$ cat src/rtl/sdram_arbiter_if.sv
// ----------------------------------------------------------------------------
// sdram_arbiter_if
// Bundles the two requester ports and the SDRAM controller command/return
// port of sdram_arbiter.
//
//   Requester side (m0_*, m1_*):
//     req, rw, addr[23:0], wdata[31:0], step   command from the requester
//     gnt                                      one-cycle command-accepted pulse
//     rdata[31:0], rvalid, rlast               read beats back to the requester
//   Controller side (sd_*):
//     in_valid, rw, addr[23:0], wdata[31:0], step   command to the controller
//     busy, out_valid, rdata[31:0]                  controller status/read data
//
// Modports:
//   slave  - the arbiter's view (takes requests, drives the controller)
//   master - the environment's view (requesters plus controller model)
// ----------------------------------------------------------------------------
interface sdram_arbiter_if;
   logic        m0_req;
   logic        m0_rw;
   logic [23:0] m0_addr;
   logic [31:0] m0_wdata;
   logic        m0_step;
   logic        m0_gnt;
   logic [31:0] m0_rdata;
   logic        m0_rvalid;
   logic        m0_rlast;

   logic        m1_req;
   logic        m1_rw;
   logic [23:0] m1_addr;
   logic [31:0] m1_wdata;
   logic        m1_step;
   logic        m1_gnt;
   logic [31:0] m1_rdata;
   logic        m1_rvalid;
   logic        m1_rlast;

   logic        sd_in_valid;
   logic        sd_rw;
   logic        sd_step;
   logic [23:0] sd_addr;
   logic [31:0] sd_wdata;
   logic        sd_busy;
   logic        sd_out_valid;
   logic [31:0] sd_rdata;

   modport slave (
      input  m0_req, m0_rw, m0_addr, m0_wdata, m0_step,
      output m0_gnt, m0_rdata, m0_rvalid, m0_rlast,
      input  m1_req, m1_rw, m1_addr, m1_wdata, m1_step,
      output m1_gnt, m1_rdata, m1_rvalid, m1_rlast,
      output sd_in_valid, sd_rw, sd_step, sd_addr, sd_wdata,
      input  sd_busy, sd_out_valid, sd_rdata
   );

   modport master (
      output m0_req, m0_rw, m0_addr, m0_wdata, m0_step,
      input  m0_gnt, m0_rdata, m0_rvalid, m0_rlast,
      output m1_req, m1_rw, m1_addr, m1_wdata, m1_step,
      input  m1_gnt, m1_rdata, m1_rvalid, m1_rlast,
      input  sd_in_valid, sd_rw, sd_step, sd_addr, sd_wdata,
      output sd_busy, sd_out_valid, sd_rdata
   );
endinterface

$ cat src/rtl/sdram_arbiter.sv
// ----------------------------------------------------------------------------
// sdram_arbiter
// Two-requester arbiter in front of an SDRAM controller. One command is
// selected in IDLE, presented to the controller in ISSUE until it is accepted
// (sd_in_valid = !sd_busy), and for reads the FSM waits in RD_WAIT for
// READ_BEATS returned beats, which are forwarded one cycle later to the owner.
//
// Ports:
//   clk  - clock, rising edge
//   rst  - synchronous active-high reset
//   bus  - sdram_arbiter_if.slave: requester m0/m1 ports and controller port
//
// Parameters:
//   READ_BEATS - beats returned by the controller per read command
//
// Configuration macro:
//   SDRAM_ARB_RR_EN - defined: round-robin on ties (requester not granted
//                     last wins). Undefined: fixed priority, m0 wins ties.
// ----------------------------------------------------------------------------
module sdram_arbiter #(
   parameter int READ_BEATS = 4
) (
   input  logic           clk,
   input  logic           rst,
   sdram_arbiter_if.slave bus
);

   localparam int               CNT_W     = $clog2(READ_BEATS) + 1;
   localparam logic [CNT_W-1:0] LAST_BEAT = CNT_W'(READ_BEATS - 1);

   typedef enum logic [1:0] {
      IDLE,
      ISSUE,
      RD_WAIT
   } state_t;

   state_t           state_reg;
   state_t           state_next;

   logic             owner_reg;
   logic             cmd_rw_reg;
   logic             cmd_step_reg;
   logic [23:0]      cmd_addr_reg;
   logic [31:0]      cmd_wdata_reg;
   logic [CNT_W-1:0] beat_cnt_reg;

   logic [1:0]       req;
   logic [1:0]       owner_onehot;
   logic             winner;
   logic             select;
   logic             issue_fire;
   logic             beat_in;
   logic             beat_last;

   assign req          = {bus.m1_req, bus.m0_req};
   assign owner_onehot = {owner_reg, ~owner_reg};
   assign select       = (state_reg == IDLE) && (|req);
   // Gated by rst so a command caught in ISSUE during reset is never offered.
   assign issue_fire   = (state_reg == ISSUE) && !bus.sd_busy && !rst;
   // Returned beats are only meaningful while a read is outstanding.
   assign beat_in      = (state_reg == RD_WAIT) && bus.sd_out_valid;
   assign beat_last    = beat_in && (beat_cnt_reg == LAST_BEAT);

`ifdef SDRAM_ARB_RR_EN
   // Remembers who was granted last; resets to m1 so m0 wins the first tie.
   logic last_gnt_reg;

   assign winner = (req == 2'b11) ? ~last_gnt_reg : req[1];

   always_ff @(posedge clk) begin
      if (rst) begin
         last_gnt_reg <= 1'b1;
      end else if (issue_fire) begin
         last_gnt_reg <= owner_reg;
      end
   end
`else
   // m0 wins whenever it is requesting.
   assign winner = ~req[0];
`endif

   // ---------------------------------------------------------------- FSM
   always_ff @(posedge clk) begin
      if (rst) begin
         state_reg <= IDLE;
      end else begin
         state_reg <= state_next;
      end
   end

   always_comb begin
      state_next = state_reg;
      case (state_reg)
         IDLE: begin
            if (|req) begin
               state_next = ISSUE;
            end
         end
         ISSUE: begin
            if (issue_fire) begin
               state_next = cmd_rw_reg ? IDLE : RD_WAIT;
            end
         end
         RD_WAIT: begin
            if (beat_last) begin
               state_next = IDLE;
            end
         end
         default: state_next = IDLE;
      endcase
   end

   // -------------------------------------------------- command registers
   always_ff @(posedge clk) begin
      if (rst) begin
         owner_reg     <= 1'b0;
         cmd_rw_reg    <= 1'b0;
         cmd_step_reg  <= 1'b0;
         cmd_addr_reg  <= '0;
         cmd_wdata_reg <= '0;
      end else if (select) begin
         owner_reg     <= winner;
         cmd_rw_reg    <= winner ? bus.m1_rw    : bus.m0_rw;
         cmd_step_reg  <= winner ? bus.m1_step  : bus.m0_step;
         cmd_addr_reg  <= winner ? bus.m1_addr  : bus.m0_addr;
         cmd_wdata_reg <= winner ? bus.m1_wdata : bus.m0_wdata;
      end
   end

   // Beat counter clears on the final beat, so it never wraps mid-read.
   always_ff @(posedge clk) begin
      if (rst) begin
         beat_cnt_reg <= '0;
      end else if (beat_last) begin
         beat_cnt_reg <= '0;
      end else if (beat_in) begin
         beat_cnt_reg <= beat_cnt_reg + 1'b1;
      end
   end

   // ------------------------------------------- per-requester read return
   genvar gi;
   generate
      for (gi = 0; gi < 2; gi++) begin : g_port
         logic [31:0] rdata_reg;
         logic        rvalid_reg;
         logic        rlast_reg;

         always_ff @(posedge clk) begin
            if (rst) begin
               rdata_reg  <= '0;
               rvalid_reg <= 1'b0;
               rlast_reg  <= 1'b0;
            end else begin
               rvalid_reg <= beat_in && owner_onehot[gi];
               rlast_reg  <= beat_last && owner_onehot[gi];
               // Non-owner keeps its last read data.
               if (beat_in && owner_onehot[gi]) begin
                  rdata_reg <= bus.sd_rdata;
               end
            end
         end
      end
   endgenerate

   // ------------------------------------------------------------ outputs
   assign bus.m0_gnt    = issue_fire & ~owner_reg;
   assign bus.m1_gnt    = issue_fire &  owner_reg;
   assign bus.m0_rdata  = g_port[0].rdata_reg;
   assign bus.m0_rvalid = g_port[0].rvalid_reg;
   assign bus.m0_rlast  = g_port[0].rlast_reg;
   assign bus.m1_rdata  = g_port[1].rdata_reg;
   assign bus.m1_rvalid = g_port[1].rvalid_reg;
   assign bus.m1_rlast  = g_port[1].rlast_reg;

   assign bus.sd_in_valid = issue_fire;
   assign bus.sd_rw       = cmd_rw_reg;
   assign bus.sd_step     = cmd_step_reg;
   assign bus.sd_addr     = cmd_addr_reg;
   assign bus.sd_wdata    = cmd_wdata_reg;

endmodule

$ cat src/flat_wrapper.sv
// flat-port wrapper written by rule: the top's interface ports become plain ports
module sdram_arbiter_flat 
#(
   parameter int READ_BEATS = 4
)
  (clk, rst, bus_m0_req, bus_m0_rw, bus_m0_addr, bus_m0_wdata, bus_m0_step, bus_m0_gnt, bus_m0_rdata, bus_m0_rvalid, bus_m0_rlast, bus_m1_req, bus_m1_rw, bus_m1_addr, bus_m1_wdata, bus_m1_step, bus_m1_gnt, bus_m1_rdata, bus_m1_rvalid, bus_m1_rlast, bus_sd_in_valid, bus_sd_rw, bus_sd_step, bus_sd_addr, bus_sd_wdata, bus_sd_busy, bus_sd_out_valid, bus_sd_rdata);
  sdram_arbiter_if bus_i ();
  input  logic clk;
  input  logic rst;
  input wire logic [$bits(bus_i.m0_req)-1:0] bus_m0_req;
  input wire logic [$bits(bus_i.m0_rw)-1:0] bus_m0_rw;
  input wire logic [$bits(bus_i.m0_addr)-1:0] bus_m0_addr;
  input wire logic [$bits(bus_i.m0_wdata)-1:0] bus_m0_wdata;
  input wire logic [$bits(bus_i.m0_step)-1:0] bus_m0_step;
  output wire logic [$bits(bus_i.m0_gnt)-1:0] bus_m0_gnt;
  output wire logic [$bits(bus_i.m0_rdata)-1:0] bus_m0_rdata;
  output wire logic [$bits(bus_i.m0_rvalid)-1:0] bus_m0_rvalid;
  output wire logic [$bits(bus_i.m0_rlast)-1:0] bus_m0_rlast;
  input wire logic [$bits(bus_i.m1_req)-1:0] bus_m1_req;
  input wire logic [$bits(bus_i.m1_rw)-1:0] bus_m1_rw;
  input wire logic [$bits(bus_i.m1_addr)-1:0] bus_m1_addr;
  input wire logic [$bits(bus_i.m1_wdata)-1:0] bus_m1_wdata;
  input wire logic [$bits(bus_i.m1_step)-1:0] bus_m1_step;
  output wire logic [$bits(bus_i.m1_gnt)-1:0] bus_m1_gnt;
  output wire logic [$bits(bus_i.m1_rdata)-1:0] bus_m1_rdata;
  output wire logic [$bits(bus_i.m1_rvalid)-1:0] bus_m1_rvalid;
  output wire logic [$bits(bus_i.m1_rlast)-1:0] bus_m1_rlast;
  output wire logic [$bits(bus_i.sd_in_valid)-1:0] bus_sd_in_valid;
  output wire logic [$bits(bus_i.sd_rw)-1:0] bus_sd_rw;
  output wire logic [$bits(bus_i.sd_step)-1:0] bus_sd_step;
  output wire logic [$bits(bus_i.sd_addr)-1:0] bus_sd_addr;
  output wire logic [$bits(bus_i.sd_wdata)-1:0] bus_sd_wdata;
  input wire logic [$bits(bus_i.sd_busy)-1:0] bus_sd_busy;
  input wire logic [$bits(bus_i.sd_out_valid)-1:0] bus_sd_out_valid;
  input wire logic [$bits(bus_i.sd_rdata)-1:0] bus_sd_rdata;
  assign bus_i.m0_req = bus_m0_req;
  assign bus_i.m0_rw = bus_m0_rw;
  assign bus_i.m0_addr = bus_m0_addr;
  assign bus_i.m0_wdata = bus_m0_wdata;
  assign bus_i.m0_step = bus_m0_step;
  assign bus_m0_gnt = bus_i.m0_gnt;
  assign bus_m0_rdata = bus_i.m0_rdata;
  assign bus_m0_rvalid = bus_i.m0_rvalid;
  assign bus_m0_rlast = bus_i.m0_rlast;
  assign bus_i.m1_req = bus_m1_req;
  assign bus_i.m1_rw = bus_m1_rw;
  assign bus_i.m1_addr = bus_m1_addr;
  assign bus_i.m1_wdata = bus_m1_wdata;
  assign bus_i.m1_step = bus_m1_step;
  assign bus_m1_gnt = bus_i.m1_gnt;
  assign bus_m1_rdata = bus_i.m1_rdata;
  assign bus_m1_rvalid = bus_i.m1_rvalid;
  assign bus_m1_rlast = bus_i.m1_rlast;
  assign bus_sd_in_valid = bus_i.sd_in_valid;
  assign bus_sd_rw = bus_i.sd_rw;
  assign bus_sd_step = bus_i.sd_step;
  assign bus_sd_addr = bus_i.sd_addr;
  assign bus_sd_wdata = bus_i.sd_wdata;
  assign bus_i.sd_busy = bus_sd_busy;
  assign bus_i.sd_out_valid = bus_sd_out_valid;
  assign bus_i.sd_rdata = bus_sd_rdata;
  sdram_arbiter #(.READ_BEATS(READ_BEATS)) u_core (.clk(clk), .rst(rst), .bus(bus_i));
endmodule
$ cat config.mk
export PLATFORM = sky130hd
export DESIGN_NAME = sdram_arbiter_flat
export DESIGN_NICKNAME = d
export VERILOG_FILES = /design/src/rtl/sdram_arbiter_if.sv /design/src/rtl/sdram_arbiter.sv /design/src/flat_wrapper.sv
export SDC_FILE = /design/constraint.sdc
export NUM_CORES = 1
export LEC_CHECK = 0
export CAP_MARGIN = 10
export CORE_AREA = 2 2 143 159
export CTS_BUF_LIST = sky130_fd_sc_hd__clkbuf_4
export DETAILED_ROUTE_END_ITERATION = 6
export DIE_AREA = 0 0 145 161
export PLACE_DENSITY = 0.56
export SLEW_MARGIN = 15
export SYNTH_ARGS = -nofsm -noshare
export SYNTH_HDL_FRONTEND = slang
export SYNTH_SLANG_ARGS = --single-unit
$ cat constraint.sdc
create_clock -name clk -period 3.01 [get_ports clk]
set_input_delay 0.602 -clock clk [delete_from_list [all_inputs] [get_ports clk]]
set_output_delay 0.602 -clock clk [all_outputs]
set_load 0.02 [all_outputs]
==> impl_metrics.tcl, run 1 <==
set metrics [dict create \
    status "completed" \
    arrival_ns 2.29 \
    setup_violations 0 \
    final_core_util_pct 40.1 \
    yosysWarnings 0 \
    path_max_fanout 3 \
    p_switching_w 0.00131 \
    numClockSinks 132 \
    fp.dieH_um 161 \
    pwr-share-seq_pct 44.3 \
    p_leak_nw 3.08 \
    cts-root-buf "clkbuf_4" \
    rows 57 \
    netlist_area_mm2 0.00536 \
    hold_buffers 0 \
    detail-route-antenna-nets 0 \
    synthAdderAreaFrac_pct 0.467 \
    hold_viol 0 \
    synth_xor_xnor_area_share_pct 0 \
    switching_share_pct 29.9 \
    synthCells 597 \
    antenna_found_initial 1 \
    grt.total_usage_pct 15.7 \
    fill_cells 2237 \
    hold_class "reg2reg" \
    peakVddDrop_mv 0.208 \
    drtIter0Drc 111 \
    gp_congestion 0.714 \
    grt_max_degree 73 \
    path_cells "clkdlybuf4s50_1, nor2b_1, nor3b_1, buf_4, nor2b_1, clkdlybuf4s50_1" \
    period_share_pct 96.2 \
    syn_avg_cell_area_um2 8.98 \
    fmax_mhz 345 \
    ys_types 27 \
    finalNetCount 1008 \
    cts_buffers 17 \
    yosys.area_share.simple_pct 12.3 \
    start_util_pct 24.7 \
    via_count 5178 \
    die_x_um 145 \
    dp_hpwl_mm 12.5 \
    synth_compound_area_share_pct 22.1 \
    globalRoute.totalOverflow 0 \
    drc_errors 0 \
    cts_max_path_buffers 2 \
    worst_slew_pin_slew_ns 0.802 \
    cts_resized 0 \
    cts.reportedPaths.clkPinSlew_ns 0.11 \
    endpoint_kind "output pin" \
    slew_viol_final 0 \
    finalSetupTns_ns 0 \
    p_comb_share_pct 25.0 \
    cpMaxStageDelayCell "clkdlybuf4s50_1" \
    clock_skew_ns 0.0148 \
    max_cap_violations 0 \
    ys_ff_latch 132 \
    ios 283 \
    syn-num-nets 753 \
    wl_per_cell_um 15.8 \
    core_mm2 0.0218 \
    grt_setup_unrepaired "false" \
    startpoint_type "input pin" \
    synthMuxAreaShare_pct 10.8 \
    hold_ws_ns 0.458 \
    drive_above_1_share_pct 8.11 \
    dieArea_mm2 0.0233 \
    avgViaCountPerCell 4.47 \
    first_global_vias 5132 \
    power.density_mw_per_mm2 502 \
    cpPeakStageDelay_ns 0.61 \
    ys_seq_area_share_pct 49.3 \
    power.total_w 0.00438 \
    power.internal_w 0.00307 \
    post_cts_buffers 0 \
    cts_tree "yes" \
    cp.required_ns 2.41 \
    postRouteWirelength_mm 18.4 \
    dr.pass1.iters 4 \
    worst-setup-path-type "in2out" \
    p_clk_share_pct 30.7 \
    synth_top_family_by_area "compound AO/OA/AOI/OAI gates" \
    clk_latency_ns 0.52 \
    min_period_ns 2.90 \
    maxSlewHeadroom_pct 46.5 \
    grt_pass1_wl_mm 28.9 \
    area_growth_pct 62.7 \
    htreeDepth 4 \
    place.port_buffers 282 \
]
synth_stat cells:
| cell | count | share of area, % |
|---|---|---|
| a211oi_2 | 20 | 4.7 |
| ha_1 | 2 | 0.47 |
| or3_1 | 3 | 0.35 |
| inv_1 | 1 | 0.070 |
| a211oi_1 | 39 | 5.5 |
| and2_1 | 2 | 0.23 |
| nor2_1 | 6 | 0.42 |
| buf_2 | 16 | 1.5 |
| nand4bb_1 | 1 | 0.21 |
| nor4b_1 | 1 | 0.16 |
| a22oi_1 | 1 | 0.14 |
| nor3b_1 | 1 | 0.14 |
| nand3b_1 | 1 | 0.14 |
| and4b_1 | 1 | 0.19 |
| or3b_2 | 1 | 0.16 |
| nand2b_1 | 1 | 0.12 |
| nor4bb_1 | 1 | 0.19 |
| nand4b_1 | 1 | 0.16 |
| buf_6 | 3 | 0.63 |
| dfxtp_1 | 132 | 49 |
| clkbuf_1 | 40 | 2.8 |
| nor3_1 | 1 | 0.093 |
| mux2i_1 | 58 | 11 |
| or2_1 | 1 | 0.12 |
| nand2_1 | 133 | 9.3 |
| a21oi_1 | 127 | 12 |
| nor2b_1 | 3 | 0.35 |
layout make-up:
cell class                      instances  area, µm²  area share, %
Multi-Input combinational cell        405       2480           28.4
Clock inverter                         13        184           2.11
Clock buffer                           17        128           1.46
Sequential cell                       132       2640           30.3
Inverter                                1       3.75         0.0430
Antenna cell                            1       2.50         0.0287
Tap cell                              295        369           4.23
Timing Repair Buffer                  295       2920           33.4
critical path: cells and delay by family:
family | cells | cell delay (ns)
buffers and inverters | 3 | 1.21
and+or+nand+nor | 3 | 0.49
worst paths after layout:
kind	start	end	slack (ns)	cells after the start
setup reg to reg	u_core.state_reg[1]$_SDFFE_PP0P_	u_core.bus.sd_wdata[28]$_SDFFE_PP0P_	1.29	5
hold / removal	u_core.bus.m1_rdata[3]$_SDFFE_PP0P_	u_core.bus.m1_rdata[3]$_SDFFE_PP0P_	0.46	2
setup / recovery	bus_sd_busy	bus_m0_gnt	0.11	6
hold reg to reg	u_core.bus.m1_rdata[3]$_SDFFE_PP0P_	u_core.bus.m1_rdata[3]$_SDFFE_PP0P_	0.46	2
kinds of logic after synthesis:
group	Yosys count
AND/OR/NAND/NOR	158
multiplexers	58
adder cells (fa/ha/maj)	2
flip-flops	132
AO/OA/AOI/OAI	187
buffers and inverters	60
power groups by stage:
stage / Clock (W) / Sequential, W / Combinational (W)
floorplan: 0 / 0.00212 / 0.000403
global placement: 0 / 0.00197 / 0.00111
detailed placement: 0 / 0.00197 / 0.00110
CTS: 0.00141 / 0.00194 / 0.00111
global route: 0.00148 / 0.00195 / 0.00118
finish: 0.00135 / 0.00194 / 0.00109
cells in the final DEF, fill, tap and decap left out, drive strengths merged, types with 2 or more instances in the layout:
cell type / netlist / routed
buf: 19 / 15
dfxtp: 132 / 132
clkbuf: 40 / 17
clkinv: 0 / 5
nor2b: 3 / 3
mux2i: 58 / 58
nor2: 6 / 6
nand2: 133 / 133
or3: 3 / 3
and2: 2 / 2
ha: 2 / 2
inv: 1 / 3
a211oi: 59 / 59
bufinv: 0 / 4
a21oi: 127 / 127
clkinvlp: 0 / 2
clkdlybuf4s50: 0 / 280
metrics by stage:
stage / area [µm²] / std cells / setup slack (ns)
floorplan: 5360 / 597 / 0.654
global placement: 8410 / 1128 / 0.149
detailed placement: 8410 / 1128 / 0.110
CTS: 8720 / 1158 / 0.0998
global route: 8730 / 1159 / 0.0341
finish: 8730 / 1159 / 0.114
per-layer routing:
| layer | part of all wire, % | vias up | GRT usage [%] |
|---|---|---|---|
| met4 | 1.1 | 0 | 4.64 |
| met5 | 0 | - | 0 |
| li1 | - | 2590 | - |
| met2 | 47 | 214 | 26.2 |
| met1 | 44 | 2359 | 19.1 |
| met3 | 7.7 | 15 | 5.42 |
Note: power is estimated with default switching activity, not from simulation.
==> run 2, diff against run 1 <==
--- a/config.mk
+++ b/config.mk
@@ -10,6 +10,7 @@
 export CTS_BUF_LIST = sky130_fd_sc_hd__clkbuf_4
 export DETAILED_ROUTE_END_ITERATION = 6
 export DIE_AREA = 0 0 145 161
+export GPL_ROUTABILITY_DRIVEN = 0
 export PLACE_DENSITY = 0.56
 export SLEW_MARGIN = 15
 export SYNTH_ARGS = -nofsm -noshare
==> constraint.sdc (replaced) <==
create_clock -name clk -period 3.01 [get_ports clk]
set_input_delay 0.602 -clock clk [delete_from_list [all_inputs] [get_ports clk]]
set_output_delay 0.602 -clock clk [all_outputs]
set_load 0.05 [all_outputs]
==> impl_metrics.tcl, run 2 (synthesized netlist as in run 1, its figures left out) <==
set metrics [dict create \
    fmax_mhz 365 \
    use_met1_pct 19.3 \
    max_cap_violations 0 \
    peakVddDrop_mv 0.212 \
    hold_buffers 0 \
    grt_max_degree 132 \
    final_core_util_pct 40.0 \
    rr_startpoint "u_core.state_reg[1]$_SDFFE_PP0P_" \
    area_growth_pct 62.3 \
    p_leak_nw 3.08 \
    detail-route-antenna-nets 0 \
    cts_tree "yes" \
    grt_setup_unrepaired "false" \
    cpPeakStageDelay_ns 0.67 \
    status "completed" \
    arrival_ns 2.14 \
    global_route.usage.met3_pct 6.16 \
    path_max_fanout 11 \
    reg2reg_slack_ns 1.15 \
    period_share_pct 91.0 \
    worst-setup-path-type "reg2out" \
    grt.total_usage_pct 15.3 \
    dp_hpwl_mm 12.2 \
    hold_start "u_core.bus.m1_rdata[18]$_SDFFE_PP0P_" \
    post_cts_buffers 0 \
    met2_usage_pct 24.2 \
    finalSetupTns_ns 0 \
    worst-path-stages 4 \
    postRouteWirelength_mm 18.1 \
    dieArea_mm2 0.0233 \
    hold_viol 0 \
    path_cells "nor2b_1, nor3b_2, nor2b_1, buf_12" \
    first_global_vias 5173 \
    ios 283 \
    min_period_ns 2.74 \
    r2r_cells 4 \
    drc_errors 0 \
    cp_top_family "simple AND/OR/NAND/NOR gates" \
    grt_busiest_layer "met2" \
    slew_viol_final 0 \
    start_util_pct 24.7 \
    clk_latency_ns 0.52 \
    drtIter0Drc 157 \
    htreeDepth 4 \
    place.port_buffers 282 \
    hold_depth 2 \
    core_mm2 0.0218 \
    most-common-layout-cells "clkdlybuf4s50_1, nand2_1, dfxtp_1" \
    critPathBufInv 1 \
    power.density_mw_per_mm2 516 \
    worst_slew_pin_slew_ns 0.701 \
    final_common_cell "clkdlybuf4s50_1" \
    die_x_um 145 \
    crit_top_cell "nor2b_1" \
    startpoint_type "flip-flop" \
    cts-root-buf "clkbuf_4" \
    finalNetCount 1007 \
    via_count 5163 \
    worstHoldEndpoint "u_core.bus.m1_rdata[18]$_SDFFE_PP0P_" \
    fp.dieH_um 161 \
    numClockSinks 132 \
    maxSlewHeadroom_pct 53.3 \
    cts_max_path_buffers 2 \
    clock_skew_ns 0.0179 \
    avgViaCountPerCell 4.46 \
    globalRoute.totalOverflow 0 \
    wl_per_cell_um 15.6 \
    cts_resized 0 \
    rr_endpoint "u_core.bus.sd_addr[3]$_SDFFE_PP0P_" \
    grt_pass1_wl_mm 28.4 \
    cts_buffers 17 \
    endpoint_kind "output pin" \
    antenna_found_initial 1 \
    rows 57 \
    setup_violations 0 \
    hold_class "reg2reg" \
    drive_above_1_share_pct 8.58 \
    dr.pass1.iters 4 \
    cpMaxStageDelayCell "dfxtp_1" \
    cp.required_ns 2.41 \
    cts.reportedPaths.clkPinSlew_ns 0.13 \
]
## run 2: area by class of cell
cell class / count / area (µm²)
clock buffers: 17 / 128
repair buffers: 294 / 2940
well taps: 295 / 369
clock inverters: 13 / 136
diodes: 1 / 2.50
inverters: 1 / 3.75
flip-flops and latches: 132 / 2640
multi-input cells: 405 / 2490
fillers: 2250 / 13000
## run 2: per-stage QoR
| stage | area, µm² | instances | power [W] | hold slack [ns] | setup WS, ns |
|---|---|---|---|---|---|
| global route | 8710 | 1158 | 0.00472 | 0.420 | 0.0933 |
| CTS | 8700 | 1157 | 0.00458 | 0.397 | 0.198 |
| finish | 8710 | 1158 | 0.00449 | 0.459 | 0.271 |
| global placement | 8440 | 1127 | 0.00335 | 0.440 | 0.507 |
| floorplan | 5370 | 597 | 0.00279 | 0.432 | 0.154 |
| detailed placement | 8440 | 1127 | 0.00336 | 0.446 | 0.508 |
## run 2: worst max-delay path by stage
stage,slack (ns),to,startpoint
after floorplan,0.15,bus_m0_gnt,rst
final,0.27,bus_m0_gnt,u_core.state_reg[0]$_SDFFE_PP0P_
after global placement,0.51,bus_m0_gnt,bus_sd_busy
after global routing,0.09,bus_m0_gnt,u_core.state_reg[0]$_SDFFE_PP0P_
after CTS,0.20,bus_m0_gnt,u_core.state_reg[0]$_SDFFE_PP0P_
after detailed placement,0.51,bus_m0_gnt,bus_sd_busy
## run 2: tightest hold or removal path, cell delays in order, from the launching register on
cell and delay [ns]:
dfxtp_1 0.33, nand2_1 0.05, a21oi_1 0.05
## run 2: report_power, final
group / total, W / internal, W / leakage [nW] / switching, W
Combinational: 0.00136 / 0.000547 / 1.85 / 0.000809
Sequential: 0.00195 / 0.00187 / 1.08 / 0.0000810
Clock: 0.00118 / 0.000485 / 0.148 / 0.000697
## run 2: metal layers
metal / vias up / part of all wire (%) / wire length [µm]
met2: 214 / 45 / 8210
met4: 0 / 0.92 / 167
met5: - / 0 / 0
met1: 2347 / 45 / 8090
met3: 11 / 9.0 / 1630
li1: 2591 / - / -
